===== config.mk =====
export PLATFORM = sky130hd
export DESIGN_NAME = sha1_core
export DESIGN_NICKNAME = d
export VERILOG_FILES = /design/src/rtl/sha1_pkg.sv /design/src/rtl/sha1_wsched.sv /design/src/rtl/sha1_core.sv
export SDC_FILE = /design/constraint.sdc
export NUM_CORES = 2
export LEC_CHECK = 0
export ABC_AREA = 1
export CORE_AREA = 2 2 509 359
export DETAILED_ROUTE_END_ITERATION = 6
export DIE_AREA = 0 0 511 361
export SYNTH_ARGS = -nofsm -noshare
export SYNTH_HDL_FRONTEND = slang
export SYNTH_SLANG_ARGS = --single-unit

===== constraint.sdc =====
create_clock -name wb_clk_i -period 31.9 [get_ports wb_clk_i]
set_input_delay 4.785 -clock wb_clk_i [delete_from_list [all_inputs] [get_ports wb_clk_i]]
set_output_delay 4.785 -clock wb_clk_i [all_outputs]
set_load 0.005 [all_outputs]

===== src/rtl/sha1_pkg.sv =====
// ---------------------------------------------------------------------------
// sha1_pkg
// Shared constants and helpers for the SHA-1 compression engine:
//   - initial hash value IV (H0..H4) and the four round constants K0..K3
//   - FSM state encoding used by sha1_core
//   - rotate helpers, the per-round logical function f(t) and K(t) selection
//   - a word-wise mod 2^32 adder for the final H + {a,b,c,d,e} step
// ---------------------------------------------------------------------------
package sha1_pkg;

  localparam logic [31:0] IV_H0 = 32'h67452301;
  localparam logic [31:0] IV_H1 = 32'hefcdab89;
  localparam logic [31:0] IV_H2 = 32'h98badcfe;
  localparam logic [31:0] IV_H3 = 32'h10325476;
  localparam logic [31:0] IV_H4 = 32'hc3d2e1f0;
  localparam logic [159:0] SHA1_IV = {IV_H0, IV_H1, IV_H2, IV_H3, IV_H4};

  localparam logic [31:0] K0 = 32'h5a827999;
  localparam logic [31:0] K1 = 32'h6ed9eba1;
  localparam logic [31:0] K2 = 32'h8f1bbcdc;
  localparam logic [31:0] K3 = 32'hca62c1d6;

  localparam logic [6:0] LAST_ROUND = 7'd79;

  typedef enum logic [1:0] {
    ST_IDLE  = 2'd0,
    ST_ROUND = 2'd1,
    ST_FINAL = 2'd2,
    ST_DONE  = 2'd3
  } sha1_state_t;

  function automatic logic [31:0] rotl1(input logic [31:0] x);
    return {x[30:0], x[31]};
  endfunction

  function automatic logic [31:0] rotl5(input logic [31:0] x);
    return {x[26:0], x[31:27]};
  endfunction

  function automatic logic [31:0] rotl30(input logic [31:0] x);
    return {x[1:0], x[31:2]};
  endfunction

  // Ch for rounds 0..19, Parity 20..39, Maj 40..59, Parity 60..79
  function automatic logic [31:0] f_round(input logic [6:0] t, input logic [31:0] b,
                                          input logic [31:0] c, input logic [31:0] d);
    if (t < 7'd20)      return (b & c) | (~b & d);
    else if (t < 7'd40) return b ^ c ^ d;
    else if (t < 7'd60) return (b & c) | (b & d) | (c & d);
    else                return b ^ c ^ d;
  endfunction

  function automatic logic [31:0] k_round(input logic [6:0] t);
    if (t < 7'd20)      return K0;
    else if (t < 7'd40) return K1;
    else if (t < 7'd60) return K2;
    else                return K3;
  endfunction

  // Five independent 32-bit additions, no carry between words
  function automatic logic [159:0] add_words(input logic [159:0] x, input logic [159:0] y);
    logic [159:0] r;
    for (int i = 0; i < 5; i++) r[32*i +: 32] = x[32*i +: 32] + y[32*i +: 32];
    return r;
  endfunction

endpackage


===== src/rtl/sha1_wsched.sv =====
// ---------------------------------------------------------------------------
// sha1_wsched
// SHA-1 message schedule as a 16x32 circular buffer indexed by t[3:0].
// For t < 16 the stored word is returned directly; for t >= 16 the expanded
// word rotl1(W[t-3]^W[t-8]^W[t-14]^W[t-16]) is returned combinationally and
// written back over W[t-16] (same slot, t[3:0]) when advance is asserted.
// Ports:
//   wb_clk_i  clock
//   clear     synchronous clear of the whole buffer (has priority)
//   load      capture data; W[0]=data[511:480] .. W[15]=data[31:0]
//   data      512-bit message block
//   t         current round index 0..79
//   advance   round t is being executed this cycle
//   w         W[t] for the current round
// ---------------------------------------------------------------------------
module sha1_wsched
  import sha1_pkg::*;
(
  input  logic         wb_clk_i,
  input  logic         clear,
  input  logic         load,
  input  logic [511:0] data,
  input  logic [6:0]   t,
  input  logic         advance,
  output logic [31:0]  w
);

  logic [31:0] wbuf [16];
  logic [3:0]  i0, i3, i8, i14;
  logic [31:0] w_new;

  // Slot offsets wrap mod 16, so t-16 aliases the slot of t itself
  assign i0  = t[3:0];
  assign i3  = t[3:0] - 4'd3;
  assign i8  = t[3:0] - 4'd8;
  assign i14 = t[3:0] - 4'd14;

  assign w_new = rotl1(wbuf[i3] ^ wbuf[i8] ^ wbuf[i14] ^ wbuf[i0]);
  assign w     = (t < 7'd16) ? wbuf[i0] : w_new;

  always_ff @(posedge wb_clk_i) begin
    if (clear) begin
      for (int i = 0; i < 16; i++) wbuf[i] <= '0;
    end else if (load) begin
      for (int i = 0; i < 16; i++) wbuf[i] <= data[511-32*i -: 32];
    end else if (advance && (t >= 7'd16)) begin
      wbuf[i0] <= w_new;
    end
  end

endmodule


===== src/rtl/sha1_core.sv =====
// ---------------------------------------------------------------------------
// sha1_core
// SHA-1 compression engine, one round per clock. A start_i pulse in IDLE or
// DONE captures message_i, loads H and a..e, then runs rounds 0..79, a FINAL
// cycle adding the working variables into H, and parks in DONE with the
// digest held on digest_o.
// Configuration macro: SHA1_MULTIBLOCK_EN
//   defined   : H loads IV only when first_i=1, otherwise chains the previous
//               digest, allowing multi-block messages
//   undefined : first_i ignored, H loads IV on every start
// Ports:
//   wb_clk_i    clock
//   reset       synchronous active-high reset
//   soft_rst_i  software reset, same effect as reset, beats start_i
//   start_i     one-cycle start pulse, samples message_i
//   first_i     first block of message (multi-block build only)
//   message_i   512-bit block, W[0] in [511:480]
//   digest_o    H0..H4, H0 in [159:128]; valid while done_o=1
//   done_o      digest ready
//   busy_o      rounds or final add in progress
//   panic_o     sticky flag: start_i arrived while busy
//   loop_idx_o  current round 0..79, holds 79 after completion
// ---------------------------------------------------------------------------
module sha1_core
  import sha1_pkg::*;
(
  input  logic         wb_clk_i,
  input  logic         reset,
  input  logic         soft_rst_i,
  input  logic         start_i,
  input  logic         first_i,
  input  logic [511:0] message_i,
  output logic [159:0] digest_o,
  output logic         done_o,
  output logic         busy_o,
  output logic         panic_o,
  output logic [6:0]   loop_idx_o
);

  sha1_state_t  state;
  logic [31:0]  a, b, c, d, e;
  logic [159:0] h_q;
  logic [159:0] h_start;
  logic [159:0] h_next;
  logic [31:0]  w_t;
  logic [31:0]  temp;
  logic         clr;
  logic         accept;

  assign clr    = reset | soft_rst_i;
  assign accept = start_i && ((state == ST_IDLE) || (state == ST_DONE));

`ifdef SHA1_MULTIBLOCK_EN
  assign h_start = first_i ? SHA1_IV : h_q;
`else
  logic unused_first;
  assign unused_first = first_i;
  assign h_start      = SHA1_IV;
`endif

  sha1_wsched u_wsched (
    .wb_clk_i (wb_clk_i),
    .clear    (clr),
    .load     (accept),
    .data     (message_i),
    .t        (loop_idx_o),
    .advance  (state == ST_ROUND),
    .w        (w_t)
  );

  assign temp   = rotl5(a) + f_round(loop_idx_o, b, c, d) + e + k_round(loop_idx_o) + w_t;
  assign h_next = add_words(h_q, {a, b, c, d, e});

  always_ff @(posedge wb_clk_i) begin
    if (clr) begin
      state      <= ST_IDLE;
      h_q        <= '0;
      digest_o   <= '0;
      done_o     <= 1'b0;
      busy_o     <= 1'b0;
      panic_o    <= 1'b0;
      loop_idx_o <= '0;
    end else begin
      case (state)
        ST_IDLE, ST_DONE: begin
          // digest_o is left alone here so DONE keeps showing the old hash
          if (start_i) begin
            h_q             <= h_start;
            {a, b, c, d, e} <= h_start;
            loop_idx_o      <= '0;
            done_o          <= 1'b0;
            busy_o          <= 1'b1;
            state           <= ST_ROUND;
          end
        end
        ST_ROUND: begin
          if (start_i) panic_o <= 1'b1;
          e <= d;
          d <= c;
          c <= rotl30(b);
          b <= a;
          a <= temp;
          if (loop_idx_o == LAST_ROUND) state <= ST_FINAL;
          else loop_idx_o <= loop_idx_o + 7'd1;
        end
        ST_FINAL: begin
          if (start_i) panic_o <= 1'b1;
          h_q      <= h_next;
          digest_o <= h_next;
          done_o   <= 1'b1;
          busy_o   <= 1'b0;
          state    <= ST_DONE;
        end
        default: state <= ST_IDLE;
      endcase
    end
  end

endmodule


After elaboration in Yosys (flattened, before gate mapping)
Memory sizes are Yosys's and may differ from the RTL's. A register that Yosys moved wholly into a read port is not among the register bits.
Cells that the tools add are included.
- input port bits: 517
- flip-flop bits (word level): 492
- memories: 1
- output and inout port bits: 170
- memory bits (writable): 512
- word-level logic and storage cells: 142
- memories (name ; words ; bits a word ; rd ports ; clocked after Yosys merged registers in ; wr ports ; line ; source):
    u_wsched.wbuf ; 16 ; 32 ; 4 ; 1 ; 16 ; sha1_wsched.sv:28 ; logic [31:0] wbuf [16];
- reductions and logical operators: 14
- add/sub/neg operators: 13
- mux-type cells: 59
- bitwise logic cells: 31
- magnitude comparators: 5
- eq/ne operators: 7
- operators with widths (cell ; number):
    2-to-1 mux 32 bit ; 28
    one-hot mux 160 bit (2 select lines) ; 1
    one-hot mux 32 bit (2 select lines) ; 5
    adder 32 bit ; 9
    2-to-1 mux 160 bit ; 1
    bitwise XOR 32 bit ; 5
    AND 32 bit ; 4
    OR 32 bit ; 3
    inverter 32 bit ; 1
    OR reduction 32 bit ; 1
    2-to-1 mux 31 bit ; 1
    OR 1 bit ; 17
    < comparator 7 x 5 -> 1 bit (second input constant) ; 2
    < comparator 7 x 6 -> 1 bit (second input constant) ; 2
    2-to-1 mux 7 bit ; 2
    one-hot mux 7 bit (2 select lines) ; 1
    2-to-1 mux 1 bit ; 12
    2-to-1 mux 4 bit ; 3
    subtractor 4 bit (second input constant) ; 2
    adder 7 x 1 -> 7 bit (second input constant) ; 1
    equality test 7 bit (second input constant) ; 1
    >= comparator 7 x 5 -> 1 bit (second input constant) ; 1
    inequality test 2 bit (second input constant) ; 3
    one-hot mux 2 bit (3 select lines) ; 1
    other kinds (13) ; 22

Longest topological paths before layout
- depth after elaboration: 11
- mapped depth: 37
- mapped depth without buffers: 29

Modules after synthesis
A second synthesis with hierarchy kept.
- cells, all modules: 11383
- area total of the unflattened synthesis: 75781.4 um^2
- by module, submodules not included (module ; times used ; seq. area each (um^2) ; area an instance (um^2) ; cells each):
    sha1_wsched ; 1 ; 15374.7 ; 40700.3 ; 6246
    sha1_core ; 1 ; 11451.0 ; 35081.1 ; 5137

Worst setup path before layout
No wires, ideal clock.
- path kind: input to register
- start: input soft_rst_i
- end: register a[0], enable pin
- stages: 5
- required time: 31023 ps
- path slack: 14735 ps
- setup time: 877 ps
- buffers on the path: 2
- data arrival time: 16288 ps
- cell sequence: nor2_1 inv_1 clkbuf_1 clkbuf_1 nor3_1
- longest elaborated chain between the ends: 3
- ends and longest elaborated chain (item ; line ; source):
    start: declaration ; sha1_core.sv:29 ; input logic soft_rst_i,
    OR 1 bit ; sha1_core.sv:50 ; assign clr = reset | soft_rst_i;
    inverter 1 bit (no source line) ; n/a ;
    AND reduction 3 bit (no source line) ; n/a ;
    end signal: assignment ; sha1_core.sv:89 ; {a, b, c, d, e} <= h_start;
    end signal: assignment ; sha1_core.sv:102 ; a <= temp;
    end: declaration ; sha1_core.sv:41 ; logic [31:0] a, b, c, d, e;
Every way passes these cells.
A chain may end at the register's enable or synchronous reset.

==> flow_metrics.tcl <==
set metrics [dict create \
    outcome "finished with violations" \
    violations "design-rule violations, max-capacitance violations, max-slew violations" \
    fin_tns_setup_ns 0 \
    p_per_area_nw_per_um2 50.09 \
    num_rows 130 \
    crit_chain "clkdlybuf4s50_1 -> nor2_4 -> buf_12 -> buf_12 -> buf_4 -> buf_4 -> buf_4 -> nand3_1 -> o21ai_0" \
    cts_tree "yes" \
    finalHoldViolations 0 \
    ys_top_cells_by_area "edfxtp_1 (28%), nand2_1 (9.5%), dfxtp_1 (9.4%)" \
    p_leak_nw 32.90 \
    sw_frac_of_total_pct 38.20 \
    synth_area_leader_cell "edfxtp_1" \
    avgViaCountPerCell 6.047 \
    synth_cell_types 53 \
    cts_root_buf "clkbuf_16" \
    fmax_mhz 103.6 \
    final_antenna_net_count 0 \
    overflow 0 \
    yosys-top-cells-count "nand2_1 (1818), nand3_1 (1206), o21ai_0 (1144)" \
    numPortBuffers 685 \
    syn_area_um2 71570 \
    pwr-share-comb_pct 30.3 \
    crit_type "in2reg" \
    cap_violations 1 \
    grt_pass1_wl_um 472800 \
    ys_seq_area_share_pct 37.59 \
    num_vias 74547 \
    period_share_pct 30.26 \
    syn_inst 9633 \
    finalClockSkew_ns 0.03667 \
    syn2layout_area_growth_pct 16.23 \
    ys_ff_latch 1008 \
    worstMarginPinSlew_ns 1.509 \
    place.gp.congestion 0.9767 \
    setup_violations 0 \
    fin_nets 10700 \
    dieArea_um2 184500 \
    htree_levels 3 \
    grt_pass1_vias 68735 \
    cpPeakStageDelay_ns 0.93 \
    seqPwrFrac_pct 37.0 \
    grt_max_degree 196 \
    ctsResizeCount 0 \
    intPower_mw 2.575 \
    avgSynthCellArea_um2 7.430 \
    dpl.hpwl_um 240000 \
    power_mw 4.167 \
    clock_tree.buffer_depth 3 \
    crit_path_end_kind "flop" \
    critPathBufInv 6 \
    yosysWarningCount 0 \
    cp_max_fo 195 \
    totalWireLength_um 331000 \
    netlist.area_leader.share_pct 28.19 \
    drtIter0Drc 11067 \
    critPathArrivalTime_ns 10.23 \
    cp.required_ns 32.47 \
    fin_crit_ns 9.653 \
    cp_top_family "buffers and inverters" \
    cts_buffers 109 \
    clock-sinks 1008 \
    cts_hold_buf 0 \
    ir_drop_mv 0.04507 \
    crit_path_start_kind "input pin" \
    grt_use_total_pct 34.53 \
    slowest_stage "buf_4" \
    die_height_um 361 \
    crit_top_cell "buf_4" \
    slew_headroom_pct -0.9529 \
    dr.pass1.iters 7 \
    synth_edf_count 672 \
    rsz0062_at_grt "no" \
    initial_utilization_pct 39.97 \
    synth_most_common_cell "nand2_1" \
    clock_latency_ns 0.79 \
    routedWlPerCell_um 26.85 \
    syn_nets 10477 \
    cts_setup_buffers 0 \
    drv_slew 3 \
    die_x_um 511 \
    io_pins 687 \
    coreArea_um2 179100 \
    drc 1 \
    antenna_found_initial 26 \
    drive_gt1_share_pct 4.614 \
    async_flop_share_pct 0 \
    pwr-share-clk_pct 32.6 \
    hp-class "reg2reg" \
    power_switching_mw 1.592 \
    cts.clk_slew.worst_paths_ns 0.06 \
    synth_ff_type "edfxtp_1" \
]
-- kinds of logic after synthesis --
group / after synthesis / synth area share (%)
compound gates: 2872 / 22.31
xor+xnor: 127 / 1.669
fa+ha+maj: 327 / 7.027
buf+inv: 1650 / 9.426
flops: 1008 / 37.59
mux: 1 / 0.01399
simple gates: 3648 / 21.97
-- state kept, by name, summed over array words and instances (netlist names), named ones only --
name	cells
panic_o	1
d	32
digest_o	160
h_q	160
done_o	1
a	32
loop_idx_o	7
c	32
b	32
e	32
state	2
busy_o	1
u_wsched.wbuf	512
-- power by group through the flow --
stage | sequential, mW | clock, mW | combinational, mW
6_report | 1.54 | 1.36 | 1.26
5_1_grt | 1.55 | 1.42 | 1.36
4_1_cts | 1.54 | 1.37 | 1.23
3_5_place_dp | 1.57 | 0 | 1.23
3_3_place_gp | 1.56 | 0 | 1.21
2_1_floorplan | 1.53 | 0 | 0.786
-- worst register-to-register path, stage by stage, from the launching register on --
cell	delay, ns
dfxtp_4	0.69
buf_12	0.57
ha_1	0.31
nand2_1	0.07
nand2_2	0.56
clkinv_2	0.80
buf_12	0.48
nand3_1	0.22
o21ai_1	0.22
o21ai_1	0.28
xor2_2	0.20
xor2_2	0.85
o21ai_1	0.33
fa_1	0.49
inv_1	0.08
fa_1	0.41
inv_1	0.06
ha_1	0.29
a21oi_1	0.17
inv_1	0.07
a31oi_1	0.16
o21ai_0	0.29
a21oi_1	0.20
nand2_1	0.19
a21o_1	0.24
a21oi_1	0.11
o21ai_0	0.13
-- per-stage QoR --
stage | worst slack [ns] | std cells | utilization, % | cell area, um2 | hold WS (ns)
after floorplan | 14.73 | 9633 | - | 71570 | 0.4299
after global placement | 21.69 | 12121 | 44.39 | 79500 | 0.4471
after detailed placement | 21.65 | 12121 | 44.39 | 79500 | 0.4526
after CTS | 22.48 | 12323 | 46.45 | 83180 | 0.4635
after global routing | 22.01 | 12323 | 46.45 | 83180 | 0.4799
final | 22.25 | 12328 | 46.46 | 83190 | 0.4632
-- layer usage --
layer / vias up / track usage, % / wire length, um
li1: 33796 / - / -
met1: 35665 / 49.25 / 142500
met2: 4392 / 49.61 / 135200
met3: 676 / 8.710 / 38530
met4: 18 / 13.61 / 14680
met5: - / 0 / 110
-- cells in the final DEF, fill, tap and decap left out, types with 12 or more instances in the layout --
cell / count
nand2_1: 1800
nand3_1: 1206
o21ai_0: 1144
inv_1: 945
a21oi_1: 823
clkdlybuf4s50_1: 685
edfxtp_1: 672
nor2_1: 400
o211ai_1: 381
dfxtp_1: 330
o21ai_1: 302
ha_1: 198
fa_1: 125
clkbuf_16: 117
buf_4: 100
nand4_1: 74
xor2_1: 62
or2_2: 59
xnor2_1: 53
nor3_1: 38
a31oi_1: 36
a21o_1: 36
nand2_2: 27
o21bai_1: 25
a211oi_1: 24
a221oi_1: 23
clkinv_2: 19
o221ai_1: 18
clkinvlp_4: 16
clkinv_1: 15
a21boi_0: 14
nor4_1: 14
o21ai_2: 13
o221a_2: 13
nand3b_1: 12
buf_12: 12
-- worst paths after layout --
check	end	cells after the start	slack, ns	startpoint
worst max-delay path	u_wsched.wbuf[0][8]	9	22.25	soft_rst_i
worst min-delay path	digest_o[35]	2	0.46	digest_o[35]
worst max register to register	a[26]	26	23.15	loop_idx_o[1]
worst min register to register	digest_o[35]	2	0.46	digest_o[35]
-- area by class of cell --
| class | instances | area [um2] |
|---|---|---|
| diodes | 5 | 12.51 |
| clock buffers | 132 | 3024 |
| clock inverters | 70 | 655.6 |
| fillers | 17694 | 95890 |
| inverters | 965 | 3664 |
| multi-input cells | 6975 | 38090 |
| flip-flops and latches | 1008 | 26920 |
| well taps | 2376 | 2973 |
| repair buffers | 797 | 7848 |
(Power assumes the default switching activity.)
